File: config.mk
export PLATFORM = sky130hd
export DESIGN_NAME = hazard3_muldiv_issue
export DESIGN_NICKNAME = d
export VERILOG_FILES = /design/src/rtl/hazard3_muldiv_issue_pkg.sv /design/src/rtl/hazard3_muldiv_fuse_match.sv /design/src/rtl/hazard3_muldiv_issue.sv
export SDC_FILE = /design/constraint.sdc
export NUM_CORES = 1
export LEC_CHECK = 0
export BUFFER_PORTS_ARGS = -buffer_cell sky130_fd_sc_hd__buf_2
export CELL_PAD_IN_SITES_DETAIL_PLACEMENT = 1
export CELL_PAD_IN_SITES_GLOBAL_PLACEMENT = 2
export CORE_MARGIN = 2
export CORE_UTILIZATION = 29
export CTS_CLUSTER_SIZE = 16
export DETAILED_ROUTE_END_ITERATION = 8
export PLACE_DENSITY_LB_ADDON = 0.1
export SLEW_MARGIN = 30
export SYNTH_ARGS = -nofsm -noshare
export SYNTH_HDL_FRONTEND = slang
export SYNTH_HIERARCHICAL = 1
export SYNTH_SLANG_ARGS = --single-unit
File: constraint.sdc
create_clock -name clk -period 4.72 [get_ports clk]
set_input_delay 0.236 -clock clk [delete_from_list [all_inputs] [get_ports clk]]
set_output_delay 0.236 -clock clk [all_outputs]
set_load 0.005 [all_outputs]
File: src/rtl/hazard3_muldiv_issue_pkg.sv
// Shared M-extension op encodings, issue FSM states and fusion helpers for the
// X-stage multiply/divide initiator.
package hazard3_muldiv_issue_pkg;

  localparam int W_MULOP = 3;

  localparam logic [W_MULOP-1:0] M_OP_MUL    = 3'd0;
  localparam logic [W_MULOP-1:0] M_OP_MULH   = 3'd1;
  localparam logic [W_MULOP-1:0] M_OP_MULHSU = 3'd2;
  localparam logic [W_MULOP-1:0] M_OP_MULHU  = 3'd3;
  localparam logic [W_MULOP-1:0] M_OP_DIV    = 3'd4;
  localparam logic [W_MULOP-1:0] M_OP_DIVU   = 3'd5;
  localparam logic [W_MULOP-1:0] M_OP_REM    = 3'd6;
  localparam logic [W_MULOP-1:0] M_OP_REMU   = 3'd7;

  typedef enum logic [1:0] {
    ST_IDLE = 2'd0,
    ST_BUSY = 2'd1,
    ST_DONE = 2'd2
  } issue_state_t;

  // Ops whose result lives in the low half of the responder accumulator.
  function automatic logic op_sel_low(input logic [W_MULOP-1:0] op);
    return (op == M_OP_MUL) || (op == M_OP_DIV) || (op == M_OP_DIVU);
  endfunction

  // Low product bits do not depend on signedness, so any MULH* leaves a valid MUL
  // result behind; a divide leaves both quotient and remainder of one signedness.
  function automatic logic fuse_pair(input logic [W_MULOP-1:0] last_op,
                                     input logic [W_MULOP-1:0] next_op);
    logic mulh_mul;
    logic sdiv;
    logic udiv;
    mulh_mul = ((last_op == M_OP_MULH) || (last_op == M_OP_MULHSU) || (last_op == M_OP_MULHU))
               && (next_op == M_OP_MUL);
    sdiv     = ((last_op == M_OP_DIV) || (last_op == M_OP_REM))
               && ((next_op == M_OP_DIV) || (next_op == M_OP_REM));
    udiv     = ((last_op == M_OP_DIVU) || (last_op == M_OP_REMU))
               && ((next_op == M_OP_DIVU) || (next_op == M_OP_REMU));
    return mulh_mul || sdiv || udiv;
  endfunction

endpackage

File: src/rtl/hazard3_muldiv_fuse_match.sv
// Holds the operand/op tags of the last issued muldiv op and flags when the
// current X-stage op can be completed from the responder's held accumulator.
module hazard3_muldiv_fuse_match
  import hazard3_muldiv_issue_pkg::*;
#(
  parameter int W_DATA  = 32,
  parameter int W_MULOP = hazard3_muldiv_issue_pkg::W_MULOP,
  parameter int FUSE_EN = 1
) (
  input  logic               clk,
  input  logic               rst_n,
  input  logic               latch,
  input  logic               arm,
  input  logic               clr,
  input  logic [W_MULOP-1:0] op,
  input  logic [W_DATA-1:0]  a,
  input  logic [W_DATA-1:0]  b,
  output logic               hit
);

  logic [W_DATA-1:0]  tag_a;
  logic [W_DATA-1:0]  tag_b;
  logic [W_MULOP-1:0] tag_op;
  logic               fuse_vld;

  // A new issue invalidates the accumulator until its result has landed.
  always_ff @(posedge clk or negedge rst_n) begin
    if (!rst_n) begin
      tag_a    <= '0;
      tag_b    <= '0;
      tag_op   <= '0;
      fuse_vld <= 1'b0;
    end else if (latch) begin
      tag_a    <= a;
      tag_b    <= b;
      tag_op   <= op;
      fuse_vld <= 1'b0;
    end else if (clr) begin
      fuse_vld <= 1'b0;
    end else if (arm) begin
      fuse_vld <= (FUSE_EN != 0);
    end
  end

  // Operand values, not register indices, are compared so an rd==rs overwrite misses.
  assign hit = (FUSE_EN != 0) && fuse_vld && (a == tag_a) && (b == tag_b)
               && fuse_pair(tag_op, op);

endmodule

File: src/rtl/hazard3_muldiv_issue.sv
// X-stage initiator for the sequential muldiv unit: issues M ops, stalls X until
// the result is ready, kills on flush and fuses back-to-back same-operand pairs.
//
//   state | meaning
//   IDLE  | no op in flight; issue or fuse the X-stage op
//   BUSY  | op accepted by the responder, waiting for mul_result_vld
//   DONE  | result held in the responder, x_result valid until consumed
module hazard3_muldiv_issue
  import hazard3_muldiv_issue_pkg::*;
#(
  parameter int W_DATA  = 32,
  parameter int W_MULOP = hazard3_muldiv_issue_pkg::W_MULOP,
  parameter int FUSE_EN = 1
) (
  input  logic               clk,
  input  logic               rst_n,
  input  logic               x_vld,
  input  logic [W_MULOP-1:0] x_op,
  input  logic [W_DATA-1:0]  x_rs1,
  input  logic [W_DATA-1:0]  x_rs2,
  input  logic               x_flush,
  input  logic               x_advance,
  output logic               x_stall,
  output logic [W_DATA-1:0]  x_result,
  output logic               x_result_vld,
  output logic [W_MULOP-1:0] mul_op,
  output logic               mul_op_vld,
  input  logic               mul_op_rdy,
  output logic               mul_op_kill,
  output logic [W_DATA-1:0]  mul_op_a,
  output logic [W_DATA-1:0]  mul_op_b,
  input  logic [W_DATA-1:0]  mul_result_h,
  input  logic [W_DATA-1:0]  mul_result_l,
  input  logic               mul_result_vld
);

  issue_state_t       state;
  issue_state_t       state_nxt;
  logic [W_MULOP-1:0] op_r;
  logic               op_ld;
  logic               fuse_hit;
  logic               fuse_latch;
  logic               fuse_arm;
  logic               fuse_clr;

  assign mul_op   = x_op;
  assign mul_op_a = x_rs1;
  assign mul_op_b = x_rs2;

  hazard3_muldiv_fuse_match #(
    .W_DATA  (W_DATA),
    .W_MULOP (W_MULOP),
    .FUSE_EN (FUSE_EN)
  ) u_fuse_match (
    .clk   (clk),
    .rst_n (rst_n),
    .latch (fuse_latch),
    .arm   (fuse_arm),
    .clr   (fuse_clr),
    .op    (x_op),
    .a     (x_rs1),
    .b     (x_rs2),
    .hit   (fuse_hit)
  );

  always_ff @(posedge clk or negedge rst_n) begin
    if (!rst_n) begin
      state <= ST_IDLE;
      op_r  <= '0;
    end else begin
      state <= state_nxt;
      if (op_ld) op_r <= x_op;
    end
  end

  always_comb begin
    state_nxt   = state;
    mul_op_vld  = 1'b0;
    mul_op_kill = 1'b0;
    fuse_latch  = 1'b0;
    fuse_arm    = 1'b0;
    fuse_clr    = 1'b0;
    op_ld       = 1'b0;
    case (state)
      ST_IDLE: begin
        if (x_vld && !x_flush) begin
          if (fuse_hit) begin
            op_ld     = 1'b1;
            state_nxt = ST_DONE;
          end else if (mul_op_rdy) begin
            mul_op_vld = 1'b1;
            op_ld      = 1'b1;
            fuse_latch = 1'b1;
            state_nxt  = ST_BUSY;
          end
        end
      end
      ST_BUSY: begin
        if (x_flush) begin
          mul_op_kill = 1'b1;
          fuse_clr    = 1'b1;
          state_nxt   = ST_IDLE;
        end else if (mul_result_vld) begin
          fuse_arm  = 1'b1;
          state_nxt = ST_DONE;
        end
      end
      ST_DONE: begin
        // A flush here only discards the result; the accumulator stays reusable.
        if (x_advance || x_flush) state_nxt = ST_IDLE;
      end
      default: state_nxt = ST_IDLE;
    endcase
  end

  // The fused-hit cycle also stalls: its result only becomes visible in DONE.
  assign x_stall      = x_vld && !x_flush && (state != ST_DONE);
  assign x_result_vld = (state == ST_DONE);
  assign x_result     = op_sel_low(op_r) ? mul_result_l : mul_result_h;

endmodule

==> impl_results.md <==
- Status: finished clean
- Commonest non-fill, non-tap cell in the layout: buf_2
- Clock Tree Root: clkbuf_16
- DP Area: 5420 um^2
- Critical path's slowest cell: and3b_4
- Top FF cell, synth: dfrtp_1
- Final hold slack: 0.143 ns
- RSZ-0062 raised after global routing: false
- Setup violations, final: 0
- Wire per inst: 15.6 um
- Post-route cell area: 5730 um^2
- Initial DRT Pass Iterations: 4
- Syn Inst Count: 404
- CTS Buffer Depth: 2
- Tot GR Track Use: 14.3%
- Final nets: 717
- Synth async-reset ratio: 100%
- Synth top area share: 40.4%
- Post-synth design cell area: 4530 um^2
- VDD IR max: 0.000202 V
- H-tree levels: 3
- Clock power frac: 31.7%
- Clock buffer count from CTS: 9
- Switching Power: 632 uW
- Vias post-DR: 3565
- Reg clk slew, reported paths: 0.06 ns
- Max incr delay on CP: 0.42 ns
- Critical path buffer and inverter count: 2
- Resized cells post-CTS: 0
- CP Launch Type: flip-flop
- Vias in the first global route: 3551
- Post-DP HPWL: 9500 um
- Chip width: 129 um
- Die Footprint: 16600 um^2
- Unique masters post-synth: 45
- Total grt overflow: 0
- Final Hold Fails: 0
- First-pass GRT wire length: 18400 um
- Post-Route WL: 12000 um
- Area leader, netlist: dfrtp_1
- Critical Path RT: 4.48 ns
- Drt initial violations: 118
- Clock skew: 0.00583 ns
- Largest net degree at the start of global routing: 74
- Cell Rows: 45
- Dpl cells: 755
- Max_cap viols: 0
- Synth warn: 6
- Leak: 0.00271 uW
- Routability-driven placement congestion ratio: 0.681
- Layout area overhead: 26.5%
- FF+latch count, synth: 73
- Synthesized area per cell: 11.2 um^2
- Power Internal: 1540 uW
- Synth area leaders: dfrtp_1, mux2_1, buf_4, mux2_2, xnor2_1
- Post-route clock period utilization: 67.9%
- Sink Count: 73
- Post-Layout Cell Count: 772
- Arrival time worst endpoint: 2.97 ns
- CP delay by family, top: simple AND/OR/NAND/NOR gates
- Most frequent cells in the layout: buf_2, dfrtp_1, mux2_1, xnor2_1, mux2_2
- Worst-path maximum fanout: 45
- Initial Util: 29.8%
- CTS tree: built
- Initial antenna violation count: 0
- Die Y: 129 um
- Sequential share of power: 39.5%
- PD cells: 379 nW/um^2
- Total power: 2170 uW
- Max Fclk: 0.312 GHz
- Nature of the critical path endpoint: output port
- Hold WC Path Type: in -> reg
- Actual slew at the worst max-slew pin: 0.819 ns
- DRC viols: 0
- Share of layout cells above drive strength 1: 52.1%
- Ports: 241
- Setup CP Type: reg -> out
- Setup TNS: 0 ns
- Switching share of power: 29.1%
- Remaining antenna violation count: 0
- Syn_nets: 542
- Vias/cell: 4.62
- Worst-Skew Late Latency: 0.33 ns
- Core area: 15200 um^2
- Fin crit period: 3.20 ns
- Crit path cell chain: xor2_1 -> a221o_1 -> nor4_1 -> nand4_1 -> nor4b_2 -> and3b_4 -> buf_4 -> buf_2
- IO buf count: 240
- Part of the Yosys area used for sequential elements: 40.4%
- Diodes inserted: 0
- Number of flops mapped to enable cells by yosys: 0
- Slew HR: 45.4%
- Slew Limit Fails: 0
- Comb power frac: 28.8%
-- cells by family (layout without fill, tap and decap cells) --
group                  Yosys count  after routing  synth area share (%)
XOR/XNOR                        42             42                  8.13
multiplexers                    89             89                  22.1
flip-flops                      73             73                  40.4
AO/OA/AOI/OAI                   40             40                  6.03
buffers and inverters          102            282                  14.4
AND/OR/NAND/NOR                 58             58                  8.90
-- power by group through the flow --
stage,combinational [uW],sequential (uW),clock (uW)
3_5_place_dp,640,867,0
3_3_place_gp,626,860,0
5_1_grt,699,877,738
4_1_cts,643,856,720
2_1_floorplan,443,847,0
6_report,625,856,688
-- final cells by class --
class | instances | area (um^2)
fill | 1776 | 9480
multi-input combinational | 229 | 2050
sequential | 73 | 1830
timing repair buffer | 243 | 1230
clock buffer | 11 | 243
tap | 188 | 235
inverter | 23 | 86.3
clock inverter | 5 | 55.1
-- synthesized netlist by cell type, drive strengths merged (2+ instances only) --
cell     number
a21oi         3
a221oi        6
buf          76
clkbuf        3
clkinv        3
dfrtp        73
inv          20
mux2         89
nand2        14
nand2b        5
nand3         2
nand4        12
nor2          4
nor2b         4
nor3          3
nor3b         2
nor4          5
nor4b         3
o2111ai       2
o21a          2
o21ai        15
o22ai         6
o2bb2ai       2
xnor2        39
xor2          3
-- path summary, 6_finish.rpt --
kind                                         from                      to  slack, ns  cells after the start
max in group asynchronous                   rst_n   u_fuse_match/tag_b[9]       3.75                      2
min in group asynchronous                   rst_n   u_fuse_match/tag_b[5]       0.49                      2
min reg2reg                u_fuse_match/tag_a[17]  u_fuse_match/tag_a[17]       0.49                      1
max                        u_fuse_match/tag_a[12]              mul_op_vld       1.52                      8
min                                     x_rs1[23]  u_fuse_match/tag_a[23]       0.14                      2
max reg2reg                u_fuse_match/tag_a[12]   u_fuse_match/tag_a[5]       1.80                      8
-- state kept, by name, summed over array words and instances, names as in the netlist --
name	flops
op_r	3
u_fuse_match/tag_b	32
u_fuse_match/fuse_vld	1
state	2
u_fuse_match/tag_a	32
u_fuse_match/tag_op	3
-- metal layers --
layer / share of wire [%] / vias to the layer above / GRT usage (%)
met3: 5.9 / 9 / 3.53
met5: 0 / - / 0
met4: 0.91 / 0 / 3.64
met2: 52 / 122 / 25.0
met1: 42 / 1742 / 17.8
li1: - / 1692 / -
-- through the flow --
step / setup slack (ns) / util, %
after CTS: 1.42 / 37.7
after floorplan: 2.30 / -
after global placement: 1.79 / 35.6
after global routing: 1.23 / 37.7
final: 1.52 / 37.7
after detailed placement: 1.73 / 35.6
-- repair_timing --
item | CTS | global route
hold buffers | 1 | 0
endpoints found under the hold margin | 73 | 0
buffers inserted | 0 | 0
No activity file was read; power rests on OpenSTA's default activity.
